**src/rtl/flow_key_hash_pkg.sv**
```systemverilog
// rtl/flow_key_hash_pkg.sv - shared constants and helpers for the flow key hash block
package flow_key_hash_pkg;

    localparam int WINDOW_CYCLES = 160000000;
    localparam int HOLD_CYCLES   = 1040;
    localparam int TUPLE_WIDTH   = 104;
    localparam int PORT_WIDTH    = 3;
    localparam int CNT_WIDTH     = 28;
    localparam int DROP_WIDTH    = 32;

    localparam logic [PORT_WIDTH-1:0] IDLE_PORT     = 3'd6;
    localparam logic [PORT_WIDTH-1:0] MAX_PHYS_PORT = 3'd3;

    function automatic logic [DROP_WIDTH-1:0] sat_inc32(input logic [DROP_WIDTH-1:0] v);
        return (v == {DROP_WIDTH{1'b1}}) ? v : v + 1'b1;
    endfunction

endpackage

```
**src/rtl/flow_key_fifo.sv**
```systemverilog
// rtl/flow_key_fifo.sv - circular hold buffer for {port, hash} entries
module flow_key_fifo #(
    parameter int WIDTH = 13,
    parameter int DEPTH = 32
) (
    input  logic             clk_i,
    input  logic             rst_ni,
    input  logic             push_i,
    input  logic [WIDTH-1:0] push_data_i,
    input  logic             pop_i,
    output logic [WIDTH-1:0] pop_data_o,
    output logic             full_o,
    output logic             empty_o
);

    localparam int AW = (DEPTH > 1) ? $clog2(DEPTH) : 1;

    logic [WIDTH-1:0] mem_q [DEPTH];
    logic [AW-1:0]    wr_ptr_q, wr_ptr_d;
    logic [AW-1:0]    rd_ptr_q, rd_ptr_d;
    logic [AW:0]      count_q, count_d;
    logic             do_push, do_pop;

    function automatic logic [AW-1:0] ptr_inc(input logic [AW-1:0] p);
        return (p == AW'(DEPTH - 1)) ? '0 : p + 1'b1;
    endfunction

    assign full_o     = (count_q == (AW+1)'(DEPTH));
    assign empty_o    = (count_q == '0);
    assign pop_data_o = mem_q[rd_ptr_q];

    // A push into a full buffer still succeeds when the head leaves in the same cycle.
    assign do_pop  = pop_i && !empty_o;
    assign do_push = push_i && (!full_o || do_pop);

    always_comb begin
        wr_ptr_d = do_push ? ptr_inc(wr_ptr_q) : wr_ptr_q;
        rd_ptr_d = do_pop  ? ptr_inc(rd_ptr_q) : rd_ptr_q;
        count_d  = count_q;
        if (do_push && !do_pop) begin
            count_d = count_q + 1'b1;
        end else if (do_pop && !do_push) begin
            count_d = count_q - 1'b1;
        end
    end

    always_ff @(posedge clk_i or negedge rst_ni) begin
        if (!rst_ni) begin
            wr_ptr_q <= '0;
            rd_ptr_q <= '0;
            count_q  <= '0;
        end else begin
            wr_ptr_q <= wr_ptr_d;
            rd_ptr_q <= rd_ptr_d;
            count_q  <= count_d;
        end
    end

    always_ff @(posedge clk_i) begin
        if (do_push) begin
            mem_q[wr_ptr_q] <= push_data_i;
        end
    end

endmodule

```
**src/rtl/flow_key_hash.sv**
```systemverilog
// rtl/flow_key_hash.sv - hashes parsed flow keys to table addresses, holding them off during window clear
module flow_key_hash
    import flow_key_hash_pkg::*;
#(
    parameter int DEPTH_WIDTH   = 10,
    parameter int WINDOW_CYCLES = flow_key_hash_pkg::WINDOW_CYCLES,
    parameter int HOLD_CYCLES   = flow_key_hash_pkg::HOLD_CYCLES,
    parameter int FIFO_DEPTH    = 32
) (
    input  logic                   asclk,
    input  logic                   aresetn,
    input  logic                   key_valid,
    input  logic [TUPLE_WIDTH-1:0] key_tuple,
    input  logic [PORT_WIDTH-1:0]  key_port,
    output logic [CNT_WIDTH-1:0]   cnt_time,
    output logic [PORT_WIDTH-1:0]  proc_port,
    output logic [DEPTH_WIDTH-1:0] addr_hash,
    output logic [DROP_WIDTH-1:0]  drop_cnt
);

    localparam int EW     = PORT_WIDTH + DEPTH_WIDTH;
    localparam int NSLICE = (TUPLE_WIDTH + DEPTH_WIDTH - 1) / DEPTH_WIDTH;
    localparam logic [CNT_WIDTH-1:0] WIN = CNT_WIDTH'(WINDOW_CYCLES);

    logic [1:0]             rst_sync_q;
    logic                   rst_n;
    logic [CNT_WIDTH-1:0]   cnt_q, cnt_d;
    logic                   hold_q, hold_d;
    logic [31:0]            hold_cnt_q, hold_cnt_d;
    logic                   wrap;
    logic [NSLICE*DEPTH_WIDTH-1:0] tuple_pad;
    logic [DEPTH_WIDTH-1:0] hash;
    logic                   a_valid_q;
    logic [EW-1:0]          a_entry_q;
    logic [PORT_WIDTH-1:0]  proc_port_q, proc_port_d;
    logic [DEPTH_WIDTH-1:0] addr_hash_q, addr_hash_d;
    logic [DROP_WIDTH-1:0]  drop_cnt_q, drop_cnt_d;
    logic                   block, enq, deq, direct, drop;
    logic                   fifo_full, fifo_empty;
    logic [EW-1:0]          fifo_rdata;

    // Reset asserts immediately but releases only after two clean clock edges.
    always_ff @(posedge asclk or negedge aresetn) begin
        if (!aresetn) begin
            rst_sync_q <= 2'b00;
        end else begin
            rst_sync_q <= {rst_sync_q[0], 1'b1};
        end
    end
    assign rst_n = rst_sync_q[1];

    assign wrap       = (cnt_q == WIN);
    assign cnt_d      = wrap ? CNT_WIDTH'(1) : cnt_q + 1'b1;
    assign hold_d     = wrap || (hold_q && (hold_cnt_q != '0));
    assign hold_cnt_d = wrap ? 32'(HOLD_CYCLES - 1)
                      : (hold_q && (hold_cnt_q != '0)) ? hold_cnt_q - 1'b1 : hold_cnt_q;

    always_comb begin
        tuple_pad                  = '0;
        tuple_pad[TUPLE_WIDTH-1:0] = key_tuple;
        hash                       = '0;
        for (int i = 0; i < NSLICE; i++) begin
            hash = hash ^ tuple_pad[i*DEPTH_WIDTH +: DEPTH_WIDTH];
        end
    end

    // Gating on next-cycle hold keeps the output register idle for every hold cycle.
    assign block  = hold_d;
    assign deq    = !block && !fifo_empty;
    assign direct = a_valid_q && !block && fifo_empty;
    assign enq    = a_valid_q && (block || !fifo_empty);
    assign drop   = enq && fifo_full && !deq;

    always_comb begin
        proc_port_d = IDLE_PORT;
        addr_hash_d = '0;
        if (direct) begin
            {proc_port_d, addr_hash_d} = a_entry_q;
        end else if (deq) begin
            {proc_port_d, addr_hash_d} = fifo_rdata;
        end
        drop_cnt_d = drop ? sat_inc32(drop_cnt_q) : drop_cnt_q;
    end

    always_ff @(posedge asclk or negedge rst_n) begin
        if (!rst_n) begin
            cnt_q       <= '0;
            hold_q      <= 1'b0;
            hold_cnt_q  <= '0;
            a_valid_q   <= 1'b0;
            a_entry_q   <= '0;
            proc_port_q <= IDLE_PORT;
            addr_hash_q <= '0;
            drop_cnt_q  <= '0;
        end else begin
            cnt_q       <= cnt_d;
            hold_q      <= hold_d;
            hold_cnt_q  <= hold_cnt_d;
            a_valid_q   <= key_valid && (key_port <= MAX_PHYS_PORT);
            a_entry_q   <= {key_port, hash};
            proc_port_q <= proc_port_d;
            addr_hash_q <= addr_hash_d;
            drop_cnt_q  <= drop_cnt_d;
        end
    end

    flow_key_fifo #(
        .WIDTH (EW),
        .DEPTH (FIFO_DEPTH)
    ) u_fifo (
        .clk_i       (asclk),
        .rst_ni      (rst_n),
        .push_i      (enq),
        .push_data_i (a_entry_q),
        .pop_i       (deq),
        .pop_data_o  (fifo_rdata),
        .full_o      (fifo_full),
        .empty_o     (fifo_empty)
    );

    assign cnt_time  = cnt_q;
    assign proc_port = proc_port_q;
    assign addr_hash = addr_hash_q;
    assign drop_cnt  = drop_cnt_q;

endmodule

```
**config.mk**
```make
export PLATFORM = sky130hd
export DESIGN_NAME = flow_key_hash
export DESIGN_NICKNAME = d
export VERILOG_FILES = /design/src/rtl/flow_key_hash_pkg.sv /design/src/rtl/flow_key_fifo.sv /design/src/rtl/flow_key_hash.sv
export SDC_FILE = /design/constraint.sdc
export NUM_CORES = 1
export LEC_CHECK = 0
export ABC_AREA = 1
export BUFFER_PORTS_ARGS = -buffer_cell sky130_fd_sc_hd__buf_4
export CAP_MARGIN = 20
export CORE_ASPECT_RATIO = 1.4
export CORE_UTILIZATION = 56
export DETAILED_ROUTE_END_ITERATION = 6
export GPL_TIMING_DRIVEN = 0
export HOLD_SLACK_MARGIN = 0.02
export PLACE_DENSITY = 0.81
export SLEW_MARGIN = 20
export SYNTH_ARGS = -nofsm -noshare
export SYNTH_HDL_FRONTEND = slang
export SYNTH_HIERARCHICAL = 1
export SYNTH_SLANG_ARGS = --single-unit
```
**constraint.sdc**
```tcl
create_clock -name asclk -period 12.1 [get_ports asclk]
set_clock_uncertainty 0.05 [all_clocks]
set_input_delay 0.605 -clock asclk [delete_from_list [all_inputs] [get_ports asclk]]
set_output_delay 0.605 -clock asclk [all_outputs]
set_load 0.03 [all_outputs]
```
==> results.py <==
metrics = {
    "die": {
        "core_region_area_sq_um": 47050,
        "initial_core_util": 0.5684,
        "die_w_microns": 186.7,
        "ioPinCount": 183,
        "die_h_microns": 260.6,
        "die-area_sq_um": 48640,
        "fp-row-count": 94,
    },
    "synth": {
        "synth_cells": 2884,
        "syn_nets": 3012,
        "synthArstFlopShare": 0.2491,
        "synth_area_leaders": "edfxtp_1, nand2_1, dfrtp_1",
        "syn-mean-instance-area_sq_um": 9.272,
        "syn_area_sq_um": 26740,
        "synth_ff_type": "edfxtp_1",
        "synthDominantCellAreaShare": 0.4672,
        "yosys_warnings": 6,
        "ys_seq_elements": 554,
        "synth-edff-count": 416,
        "synth.distinct_cells": 40,
        "synth_seq_area_share": 0.5964,
        "yosysTopAreaCell": "edfxtp_1",
    },
    "worst_hold_path": {
        "hp-start": "key_port[0]",
        "hp-class": "input pin to flip-flop",
    },
    "sta": {
        "fin_crit_sh": 0.3410,
        "finalHoldViolations": 0,
        "max_freq_mhz": 242.4,
        "rsz0062_at_grt": "no",
        "hold_slack_ns": 0.07981,
        "worst_slack_ns": 7.974,
        "finalSetupViolations": 0,
        "finalCriticalPeriod_ns": 4.126,
        "fin_tns_setup_ns": 0,
        "slew_violations": 0,
        "worstMarginPinSlew_ns": 0.8622,
        "max-slew-margin-rel": 0.4220,
    },
    "global_route": {
        "groute.usage.overall": 0.2921,
        "grt_max_degree": 52,
        "grt_pass1_wl_mm": 110.0,
        "grt_antenna_before_repair": 0,
        "grt-ovfl-total": 0,
        "grt_pass1_vias": 20620,
    },
    "power": {
        "vdd_ir_drop_max_v": 0.0001126,
        "powerDensity_nw_per_um2": 200.4,
        "leakage_nw": 14.14,
    },
    "route": {
        "drt_iter0_drc": 1988,
        "drc": 0,
        "via_per_inst": 5.542,
        "route.antenna.remaining_nets": 0,
        "drtPass1Iterations": 6,
        "routed_wl_mm": 71.67,
        "wl_per_cell_microns": 18.75,
        "vias": 21190,
    },
    "worst_setup_path": {
        "cp_max_fo": 11,
        "arrival_ns": 4.54,
        "crit_path_end_kind": "flip-flop",
        "required_ns": 12.51,
        "worstSetupStartpointType": "flip-flop",
        "setup.worst_path.class": "flip-flop to flip-flop",
        "crit-reg2reg-launch": "hold_cnt_q[0]$_DFFE_PN0P_",
        "worstSetupStartpoint": "hold_cnt_q[0]$_DFFE_PN0P_",
    },
    "final_layout": {
        "nets": 3284,
        "area_growth_syn_to_layout_pct": 16.76,
        "n_antenna_cell": 0,
        "final_cell_mix": "nand2_1, edfxtp_1, inv_1, nand3_1, buf_4",
        "finalCoreUtilization": 0.6637,
        "layout-drive-gt1-share": 0.1447,
        "fill_cells": 3564,
        "ff_latch_area_sq_um": 15970,
        "multi_input_area_sq_um": 8940,
        "layout_commonest_cell": "nand2_1",
    },
    "clocking": {
        "post_cts_buffers": 0,
        "post_cts_resized": 0,
        "clk_path_buf_depth": 3,
        "htreeDepth": 2,
        "cts_tree": "yes",
        "cts_hold_buf": 1,
        "clock_latency_ns": 0.59,
        "cts_root_buf": "clkbuf_16",
        "clkSlewWorstSetupHoldPaths_ns": 0.07,
        "cts_num_sinks": 554,
        "cts_buffers": 52,
    },
    "place": {
        "place_hpwl_mm": 50.07,
        "place_ws_ns": 8.033,
        "gp_congestion": 0.9379,
        "io_buffers": 182,
    },
    "flow_run": {
        "max_cap_viol_count": 0,
    },
    "run_status": {
        "status": "finished clean",
    },
}
logic make-up (layout without fill, tap and decap cells):
| family | after synthesis | in the layout | share of synthesized area |
|---|---|---|---|
| compound gates | 86 | 86 | 0.01815 |
| flops | 554 | 554 | 0.5964 |
| buf+inv | 466 | 781 | 0.07529 |
| xor+xnor | 154 | 154 | 0.05044 |
| other cells | 1 | 1 | 0.0001402 |
| simple gates | 1605 | 1605 | 0.2509 |
| fa+ha+maj | 18 | 18 | 0.008703 |
flip-flops by register name, indices dropped and copies added, names as in the netlist:
register	flops
u_fifo/rd_ptr_q	5
cnt_time	28
rst_sync_q	2
u_fifo/mem_q	416
addr_hash	10
a_entry_q	13
drop_cnt	32
hold_cnt_q	32
proc_port	3
a_valid_q	1
u_fifo/wr_ptr_q	5
hold_q	1
u_fifo/count_q	6
metrics by stage:
stage | instance area (sq um) | instances | power [mW]
5_1_grt | 31220 | 3823 | 6.503
3_3_place_gp | 28890 | 3690 | 4.416
4_1_cts | 31220 | 3823 | 6.216
3_5_place_dp | 29410 | 3725 | 4.505
6_report | 31220 | 3823 | 6.258
2_1_floorplan | 26740 | 2884 | 3.688
worst max-delay path: stages (launching register included):
cell     delay, ns
dfrtp_1       0.41
inv_1         0.19
ha_1          0.31
nand2_2       0.13
nor2_4        0.21
nand2_2       0.10
o21ai_4       0.29
nand2_4       0.17
nor2_4        0.14
buf_6         0.16
inv_1         0.05
nand2_1       0.08
nand2_2       0.14
inv_1         0.21
ha_1          0.27
inv_1         0.14
ha_1          0.32
nand2_1       0.06
nand3_1       0.12
or2_2         0.30
nand3_1       0.07
nand2_1       0.06
cell type report:
class                   instances  area share
well taps                     624     0.02501
repair buffers                218     0.05502
plain buffers                 111     0.02172
multi-input cells            1864      0.2863
inverters                     355     0.04276
flip-flops and latches        554      0.5114
clock inverters                22    0.009497
clock buffers                  75     0.04829
synthesized netlist by cell type (2+ instances only):
| cell | count |
|---|---|
| nand2_1 | 990 |
| xnor2_1 | 57 |
| buf_2 | 56 |
| nor2_2 | 5 |
| o21ai_0 | 34 |
| nor2_4 | 2 |
| dfrtp_1 | 136 |
| nand4_1 | 38 |
| nand2_2 | 4 |
| edfxtp_1 | 416 |
| clkinv_1 | 6 |
| inv_2 | 4 |
| a21oi_1 | 33 |
| nor3_1 | 59 |
| nor2_8 | 2 |
| xor2_1 | 97 |
| nor2_1 | 185 |
| inv_1 | 344 |
| buf_1 | 9 |
| nand3b_1 | 3 |
| o211ai_1 | 13 |
| dfstp_2 | 2 |
| nand2_4 | 2 |
| buf_4 | 19 |
| buf_6 | 16 |
| o21bai_1 | 4 |
| nand3_1 | 306 |
| nor4_1 | 4 |
| ha_1 | 17 |
| clkbuf_1 | 11 |
per-layer routing:
layer,routed length [microns],track usage,vias up
li1,-,-,9842
met5,0,0,-
met4,4419,0.1737,0
met1,25200,0.3360,9925
met3,6220,0.04169,238
met2,35830,0.5199,1183
power breakdown:
group	internal (mW)	total (mW)	switching [mW]
logic	0.607	2.00	1.40
clock network	1.00	1.72	0.717
registers	2.30	2.54	0.242
worst paths after layout:
kind	to	slack, ns	cells after the start
setup / recovery	u_fifo/count_q[3]$_DFFE_PN0P_	7.97	21
hold / removal	a_entry_q[10]$_DFF_PN0_	0.08	1
setup reg to reg	u_fifo/count_q[3]$_DFFE_PN0P_	7.97	21
hold reg to reg	drop_cnt[23]$_DFFE_PN0P_	0.29	0
max in group asynchronous	proc_port[1]$_DFF_PN1_	10.69	2
min in group asynchronous	drop_cnt[23]$_DFFE_PN0P_	0.29	0
Note: power is estimated with default switching activity, not from simulation.
